<file path="src/rtl/display_bcm_sequencer_pkg.sv">
// Shared types and width helpers for the BCM row sequencer.
package display_bcm_sequencer_pkg;

    typedef enum logic [2:0] {
        StIdle,
        StReq,
        StLatch,
        StBlank,
        StOn
    } state_e;

    // Width of a plane index; a single-plane design still needs one bit.
    function automatic int unsigned sel_width(input int unsigned bitwidth);
        return (bitwidth > 1) ? $clog2(bitwidth) : 1;
    endfunction

    // Width of the period counter, period length and on-length registers.
    function automatic int unsigned cnt_width(input int unsigned bitwidth,
                                              input int unsigned base_ticks);
        return bitwidth + $clog2(base_ticks + 1);
    endfunction

endpackage

</file>
<file path="src/rtl/display_bcm_plane_timer.sv">
// Period timer for one bit plane: holds the period length and the lit length,
// counts the ON cycles and flags the last cycle of the period.
module display_bcm_plane_timer
    import display_bcm_sequencer_pkg::*;
#(
    parameter int unsigned BITWIDTH   = 8,
    parameter int unsigned BASE_TICKS = 1,
    parameter int unsigned BRIGHT_W   = 4,
    parameter int unsigned SEL_W      = sel_width(BITWIDTH),
    parameter int unsigned CNT_W      = cnt_width(BITWIDTH, BASE_TICKS)
) (
    input  logic                clk,
    input  logic                rst,
    input  logic                load,
    input  logic                run,
    input  logic [SEL_W-1:0]    plane,
    input  logic [BRIGHT_W-1:0] brightness,
    output logic                oe_raw,
    output logic                period_end
);

    localparam int unsigned PROD_W = CNT_W + BRIGHT_W;

    logic [CNT_W-1:0]  cnt_q, cnt_d;
    logic [CNT_W-1:0]  w_q, w_d;
    logic [CNT_W-1:0]  on_len_q, on_len_d;
    logic [PROD_W-1:0] prod;

    // Next-state: load a new plane (counter back to 0) or advance while lit.
    always_comb begin
        w_d      = w_q;
        on_len_d = on_len_q;
        cnt_d    = cnt_q;
        prod     = '0;
        if (load) begin
            w_d      = CNT_W'(BASE_TICKS) << plane;
            prod     = PROD_W'(w_d) * (PROD_W'(brightness) + PROD_W'(1));
            on_len_d = CNT_W'(prod >> BRIGHT_W);
            cnt_d    = '0;
        end else if (run) begin
            cnt_d = cnt_q + CNT_W'(1);
        end
    end

    // oe_raw looks one cycle ahead so the sequencer can register oe;
    // period_end refers to the current counter value.
    assign oe_raw     = (cnt_d < on_len_d);
    assign period_end = (cnt_q == w_q - CNT_W'(1));

    // Timer state registers.
    always_ff @(posedge clk or negedge rst) begin
        if (!rst) begin
            cnt_q    <= '0;
            w_q      <= '0;
            on_len_q <= '0;
        end else begin
            cnt_q    <= cnt_d;
            w_q      <= w_d;
            on_len_q <= on_len_d;
        end
    end

endmodule

</file>
<file path="src/rtl/display_bcm_sequencer.sv">
// Binary-code-modulation row sequencer: walks planes MSB-first, requests each
// plane from the column shifter, latches it, blanks, then lights it for a
// brightness-scaled part of its binary-weighted period while prefetching the next.
module display_bcm_sequencer
    import display_bcm_sequencer_pkg::*;
#(
    parameter int unsigned BITWIDTH     = 8,
    parameter int unsigned BASE_TICKS   = 1,
    parameter int unsigned BLANK_CYCLES = 2,
    parameter int unsigned BRIGHT_W     = 4,
    localparam int unsigned SEL_W       = sel_width(BITWIDTH),
    localparam int unsigned CNT_W       = cnt_width(BITWIDTH, BASE_TICKS)
) (
    input  logic                clk,
    input  logic                rst,
    input  logic                start,
    input  logic                abort,
    input  logic [BRIGHT_W-1:0] brightness,
    output logic                busy,
    output logic                plane_req,
    output logic [SEL_W-1:0]    req_plane,
    input  logic                plane_ack,
    output logic                latch,
    output logic [SEL_W-1:0]    select,
    output logic                oe,
    output logic                row_done
);

    localparam int unsigned BLK_W = (BLANK_CYCLES > 1) ? $clog2(BLANK_CYCLES) : 1;

    state_e              state_q, state_d;
    logic [SEL_W-1:0]    plane_q, plane_d;
    logic [BRIGHT_W-1:0] bright_q, bright_d;
    logic [BLK_W-1:0]    blank_q, blank_d;
    logic                pf_q, pf_d;
    logic                busy_q, busy_d;
    logic                plane_req_q, plane_req_d;
    logic [SEL_W-1:0]    req_plane_q, req_plane_d;
    logic                latch_q, latch_d;
    logic [SEL_W-1:0]    select_q, select_d;
    logic                oe_q, oe_d;
    logic                row_done_q, row_done_d;

    logic ack;
    logic oe_raw;
    logic period_end;

    assign ack = plane_req_q && plane_ack;

    display_bcm_plane_timer #(
        .BITWIDTH  (BITWIDTH),
        .BASE_TICKS(BASE_TICKS),
        .BRIGHT_W  (BRIGHT_W),
        .SEL_W     (SEL_W),
        .CNT_W     (CNT_W)
    ) u_timer (
        .clk       (clk),
        .rst       (rst),
        .load      (state_q == StLatch),
        .run       (state_q == StOn),
        .plane     (plane_q),
        .brightness(bright_q),
        .oe_raw    (oe_raw),
        .period_end(period_end)
    );

    // Next state and next registered outputs; outputs follow the state entered.
    always_comb begin
        state_d     = state_q;
        plane_d     = plane_q;
        bright_d    = bright_q;
        blank_d     = blank_q;
        pf_d        = pf_q;
        busy_d      = busy_q;
        plane_req_d = 1'b0;
        req_plane_d = req_plane_q;
        latch_d     = 1'b0;
        select_d    = select_q;
        row_done_d  = 1'b0;

        unique case (state_q)
            StIdle: begin
                busy_d = 1'b0;
                if (start) begin
                    bright_d    = brightness;
                    plane_d     = SEL_W'(BITWIDTH - 1);
                    state_d     = StReq;
                    busy_d      = 1'b1;
                    plane_req_d = 1'b1;
                    req_plane_d = SEL_W'(BITWIDTH - 1);
                end
            end
            StReq: begin
                if (ack) begin
                    state_d  = StLatch;
                    latch_d  = 1'b1;
                    select_d = plane_q;
                end else begin
                    plane_req_d = 1'b1;
                end
            end
            StLatch: begin
                pf_d    = 1'b0;
                blank_d = '0;
                state_d = (BLANK_CYCLES > 0) ? StBlank : StOn;
            end
            StBlank: begin
                if (blank_q == BLK_W'(BLANK_CYCLES - 1)) begin
                    state_d = StOn;
                end else begin
                    blank_d = blank_q + BLK_W'(1);
                end
            end
            StOn: begin
                // Prefetch request stays up until the shifter takes it.
                if (plane_req_q && !plane_ack) begin
                    plane_req_d = 1'b1;
                end
                if (ack) begin
                    pf_d = 1'b1;
                end
                if (period_end) begin
                    if (plane_q == '0) begin
                        state_d     = StIdle;
                        row_done_d  = 1'b1;
                        busy_d      = 1'b0;
                        plane_req_d = 1'b0;
                    end else if (pf_q || ack) begin
                        plane_d     = plane_q - SEL_W'(1);
                        state_d     = StLatch;
                        latch_d     = 1'b1;
                        select_d    = plane_q - SEL_W'(1);
                        pf_d        = 1'b0;
                        plane_req_d = 1'b0;
                    end else begin
                        // Shifter not ready: wait in REQ with the same request held.
                        plane_d     = plane_q - SEL_W'(1);
                        state_d     = StReq;
                        plane_req_d = 1'b1;
                        req_plane_d = plane_q - SEL_W'(1);
                    end
                end
            end
            default: begin
                state_d = StIdle;
                busy_d  = 1'b0;
            end
        endcase

        // Entering ON: raise the prefetch for the next lower plane.
        if (state_d == StOn && state_q != StOn && plane_q != '0) begin
            plane_req_d = 1'b1;
            req_plane_d = plane_q - SEL_W'(1);
        end

        if (abort) begin
            state_d     = StIdle;
            busy_d      = 1'b0;
            pf_d        = 1'b0;
            plane_req_d = 1'b0;
            latch_d     = 1'b0;
            row_done_d  = 1'b0;
            select_d    = select_q;
        end

        oe_d = (state_d == StOn) && oe_raw;
    end

    // State and output registers.
    always_ff @(posedge clk or negedge rst) begin
        if (!rst) begin
            state_q     <= StIdle;
            plane_q     <= '0;
            bright_q    <= '0;
            blank_q     <= '0;
            pf_q        <= 1'b0;
            busy_q      <= 1'b0;
            plane_req_q <= 1'b0;
            req_plane_q <= '0;
            latch_q     <= 1'b0;
            select_q    <= '0;
            oe_q        <= 1'b0;
            row_done_q  <= 1'b0;
        end else begin
            state_q     <= state_d;
            plane_q     <= plane_d;
            bright_q    <= bright_d;
            blank_q     <= blank_d;
            pf_q        <= pf_d;
            busy_q      <= busy_d;
            plane_req_q <= plane_req_d;
            req_plane_q <= req_plane_d;
            latch_q     <= latch_d;
            select_q    <= select_d;
            oe_q        <= oe_d;
            row_done_q  <= row_done_d;
        end
    end

    assign busy      = busy_q;
    assign plane_req = plane_req_q;
    assign req_plane = req_plane_q;
    assign latch     = latch_q;
    assign select    = select_q;
    assign oe        = oe_q;
    assign row_done  = row_done_q;

endmodule

</file>
<file path="config.mk">
export PLATFORM = sky130hd
export DESIGN_NAME = display_bcm_sequencer
export DESIGN_NICKNAME = d
export VERILOG_FILES = /design/src/rtl/display_bcm_sequencer_pkg.sv /design/src/rtl/display_bcm_plane_timer.sv /design/src/rtl/display_bcm_sequencer.sv
export SDC_FILE = /design/constraint.sdc
export NUM_CORES = 1
export LEC_CHECK = 0
export BUFFER_PORTS_ARGS = -buffer_cell sky130_fd_sc_hd__buf_4
export CAP_MARGIN = 30
export CORE_MARGIN = 2
export CORE_UTILIZATION = 65
export CTS_CLUSTER_SIZE = 16
export DETAILED_ROUTE_END_ITERATION = 10
export PLACE_DENSITY_LB_ADDON = 0.25
export SKIP_CTS_REPAIR_TIMING = 1
export SLEW_MARGIN = 15
export SYNTH_ARGS = -nofsm -noshare
export SYNTH_HDL_FRONTEND = slang
export SYNTH_SLANG_ARGS = --single-unit
</file>
<file path="constraint.sdc">
create_clock -name clk -period 12.35 [get_ports clk]
set_clock_uncertainty 0.05 [all_clocks]
set_input_delay 2.47 -clock clk [delete_from_list [all_inputs] [get_ports clk]]
set_output_delay 2.47 -clock clk [all_outputs]
set_load 0.05 [all_outputs]
</file>
==> run summary <==
PWR
-----------------------------------------------------------------------------------------------
Leakage power                                                                           2.08 nW
Power consumption                                                                      0.417 mW
Power density relative to cell area                                                98.6 nW/um^2
Max IR drop VDD                                                                     0.0000912 V

CLOCK NETWORK
-----------------------------------------------------------------------------------------------
Clock input transition at the sequential cells of the worst setup and hold paths        0.10 ns
Clock Root Buffer                                                                      clkbuf_8
Clock buffer count from CTS                                                                   5
Maximum clock insertion buffer count                                                          2
TritonCTS clock tree                                                                      built
Later-pin clock latency in the skew report                                              0.31 ns
CTS Sinks                                                                                    49
CTS HTree Levels                                                                              2

WORST SETUP PATH
-----------------------------------------------------------------------------------------------
Arrival @ worst endpoint                                                                6.40 ns
Critical Path, Cell by Cell                                                        inv_1 -> ha_1 -> nor2b_1 -> nand2_1 -> fa_1 -> fa_1 -> fa_1 -> inv_1 -> ha_1 -> or3_1 -> a31oi_1 -> o31ai_1 -> or3_1 -> nand2_1 -> xor2_1 -> o21a_1 -> ha_1 -> a21o_1 -> a21oi_1 -> o31ai_1 -> a211oi_1
Family with the most delay on the worst path                                        adder cells
Sort of element at the start of the critical path                                          flop
Slowest stage delay, CP                                                                 0.58 ns
Critical-path maximum fanout                                                                  9
Slowest-stage cell, CP                                                                  nor2b_1
Category of the critical setup timing path                                         flop to flop
Endpoint class of the critical path                                                        flop
Worst path buffer plus inverter count                                                         2
Req. time, crit path                                                                   12.52 ns

FLOORPLAN
-----------------------------------------------------------------------------------------------
Std cell rows                                                                                28
Vertical die dimension                                                                  81.9 um
Starting density of the core                                                              0.670
Die footprint                                                                        6700 sq um
Die W                                                                                   81.9 um
Core outline area                                                                    5890 sq um
IO Count                                                                                     20

PLACEMENT
-----------------------------------------------------------------------------------------------
Number of placed instances with taps included                                               512
Post-place setup slack                                                                  6.22 ns
I/O Buffers                                                                                  19
Final HPWL DP                                                                           6.47 mm
Final weighted congestion in routability-driven placement                                 0.948
Area of placed instances                                                             4120 sq um

FINISH
-----------------------------------------------------------------------------------------------
Storage element area                                                                 1230 sq um
Total of fill cells in the finished design                                                  445
Area of the multi-input gates                                                        2540 sq um
Post-Layout Inst Area                                                                4230 sq um
Post-route insts no fill                                                                    521
Layout cell share with drive strength beyond 1                                            0.114
Area growth, synth to finish                                                              7.24%
Antenna cells                                                                                 0
Count of nets after finishing                                                               507
Core occupancy in the finished layout                                                     0.718

TIMING
-----------------------------------------------------------------------------------------------
Worst slew margin relative to its limit                                                   0.457
Share of the cycle needed by the critical path after routing                              0.504
Crit path time final                                                                    6.23 ns
Worst slew pin tran                                                                    0.815 ns
Number of setup violations in the final report                                                0
Upper clock frequency limit                                                           0.161 GHz
Final number of max-transition violations                                                     0
Worst-case hold slack                                                                  0.451 ns
Total negative setup slack                                                                 0 ns
Number of hold violations in the final report                                                 0
RSZ-0062 raised after global routing                                                      false
Worst Slack Setup Final                                                                 6.12 ns

ROUTING
-----------------------------------------------------------------------------------------------
Initial DRC Count                                                                           175
Wirelength per Cell                                                                     16.5 um
Initial DRT Pass Iterations                                                                   4
Wirelength, routed                                                                      8.58 mm
Post-route ant nets                                                                           0
Number of vias per cell                                                                    6.02
Number of design rule violations left after detail routing                                    0
Via count                                                                                  3134

YOSYS
-----------------------------------------------------------------------------------------------
Number of enable-type register cells in the synthesized netlist                               0
Top FF cell, synth                                                                      dfrtp_1
Leading cell types by total area after synthesis                                   dfrtp_1 31%, ha_1 11%, fa_1 8.6%
Mapped Area                                                                          3940 sq um
Sequential share of the synthesized area                                                  0.311
Top cell type's share of synthesized area                                                 0.311
Post-synthesis instance total                                                               431
Total of warnings raised by yosys                                                             0
FF+latch count, synth                                                                        49
Avg Inst Size Synth                                                                  9.14 sq um
Post-synthesis cell type with the largest combined area                                 dfrtp_1
Share of async-settable or async-resettable flops after synthesis                          1.00
Net count of the mapped netlist                                                             493
Count of different cell masters after synthesis                                              54

GLOBAL ROUTING
-----------------------------------------------------------------------------------------------
Via count of the first global-routing pass                                                 2914
Largest net degree at the start of global routing                                            50
Wire length of the first global-routing pass                                            14.1 mm
Gr usage total                                                                            0.275
Initial antenna violation count                                                               0
Total congestion overflow                                                                     0

RUN STATUS
-----------------------------------------------------------------------------------------------
Run status                                                                         finished clean

JOB
-----------------------------------------------------------------------------------------------
Count of max-cap constraint violations                                                        0

WORST HOLD PATH
-----------------------------------------------------------------------------------------------
Kind of path behind the tightest hold check                                        flop to flop

-- path summary, 6_finish.rpt --
path	start	end	slack, ns	depth (start not counted)
max	plane_q[0]$_DFFE_PN0P_	oe$_DFF_PN0_	6.12	21
min	u_timer.on_len_q[1]$_DFF_PN0_	u_timer.on_len_q[1]$_DFF_PN0_	0.45	2
max reg2reg	plane_q[0]$_DFFE_PN0P_	oe$_DFF_PN0_	6.12	21
min reg2reg	u_timer.on_len_q[1]$_DFF_PN0_	u_timer.on_len_q[1]$_DFF_PN0_	0.45	2
max in group asynchronous	rst	select[0]$_DFFE_PN0P_	9.72	1
min in group asynchronous	rst	u_timer.cnt_q[5]$_DFF_PN0_	2.11	1
-- registers in the layout, summed over array words and instances (netlist names) --
name,flops
pf_q,1
busy,1
plane_req,1
u_timer.w_q,8
row_done,1
plane_q,3
u_timer.cnt_q,9
req_plane,3
select,3
blank_q,1
state_q,3
bright_q,4
oe,1
latch,1
u_timer.on_len_q,9
-- cell families (layout without fill, tap and decap cells) --
kind of cell | Yosys count | after routing | synth area share
xor gates and xnor gates | 30 | 30 | 0.0667
DFF | 49 | 49 | 0.311
buffers and inverters | 44 | 59 | 0.0441
and+or+nand+nor | 166 | 166 | 0.218
AOI/OAI and AO/OA | 74 | 74 | 0.118
muxes | 15 | 15 | 0.0406
adders and majority gates | 53 | 53 | 0.201
-- cells in the mapped netlist, types with 2 or more instances --
cell type,count
or3_1,5
o21ai_0,20
mux2i_1,7
nand3_1,10
nor2b_1,8
o31ai_1,2
o21a_1,3
and3_1,8
nand2_1,45
nand4_1,3
a31oi_1,6
inv_1,30
a2bb2oi_1,2
nor3_1,7
dfrtp_1,49
nor3b_1,2
nand4b_1,3
nor2_1,45
xor2_1,17
o22ai_1,2
or2_2,4
a211oi_1,2
and2_1,4
a21o_1,5
a21oi_1,21
nand2b_1,10
clkbuf_1,12
fa_1,17
xnor2_1,13
mux2_2,8
nand3b_1,2
ha_1,36
a211o_1,2
-- layout by cell type, fill, tap and decap left out, drive strengths merged, types with 3 or more instances in the layout --
master	n
or3	5
and2	4
clkbuf	6
mux2	8
ha	36
nand3	10
inv	31
nor2	45
and3	8
nand3b	3
fa	17
xnor2	13
a21oi	22
dfrtp	49
nand4	3
a31oi	6
nor4	3
nor3b	3
nor3	7
nand4b	3
xor2	17
nor2b	8
a21o	5
buf	20
nand2	46
nand2b	10
o21a	3
mux2i	7
or2	4
o21ai	21
-- per-layer routing --
layer / track usage / vias to the layer above / share of wire / wire [um]
li1: - / 1507 / - / -
met1: 0.397 / 1531 / 0.46 / 3980
met5: 0 / - / 0 / 0
met4: 0.0683 / 0 / 0.017 / 148
met2: 0.440 / 85 / 0.48 / 4100
met3: 0.0363 / 11 / 0.041 / 351
-- final cells by class --
type / instances / share of cell area
Multi-Input combinational cell: 338 / 0.601
Sequential cell: 49 / 0.290
Clock inverter: 3 / 0.00622
Clock buffer: 5 / 0.0163
Timing Repair Buffer: 21 / 0.0373
Inverter: 30 / 0.0266
Tap cell: 75 / 0.0222
-- worst register-to-register path, delay by kind of cell, from the launching register on --
| family | cells | cell delay, ns |
|---|---|---|
| adder cells (fa/ha/maj) | 6 | 2.41 |
| AND/OR/NAND/NOR | 5 | 1.58 |
| AO/OA/AOI/OAI | 7 | 1.24 |
| flip-flops | 1 | 0.44 |
| buffers and inverters | 2 | 0.20 |
| XOR/XNOR | 1 | 0.20 |
-- report_power, final --
part | total [mW] | internal [mW] | switching (mW) | leakage (nW)
Sequential | 0.192 | 0.180 | 0.0124 | 0.618
Clock | 0.102 | 0.0413 | 0.0608 | 0.0423
Combinational | 0.123 | 0.0475 | 0.0750 | 1.42
(Power assumes the default switching activity.)
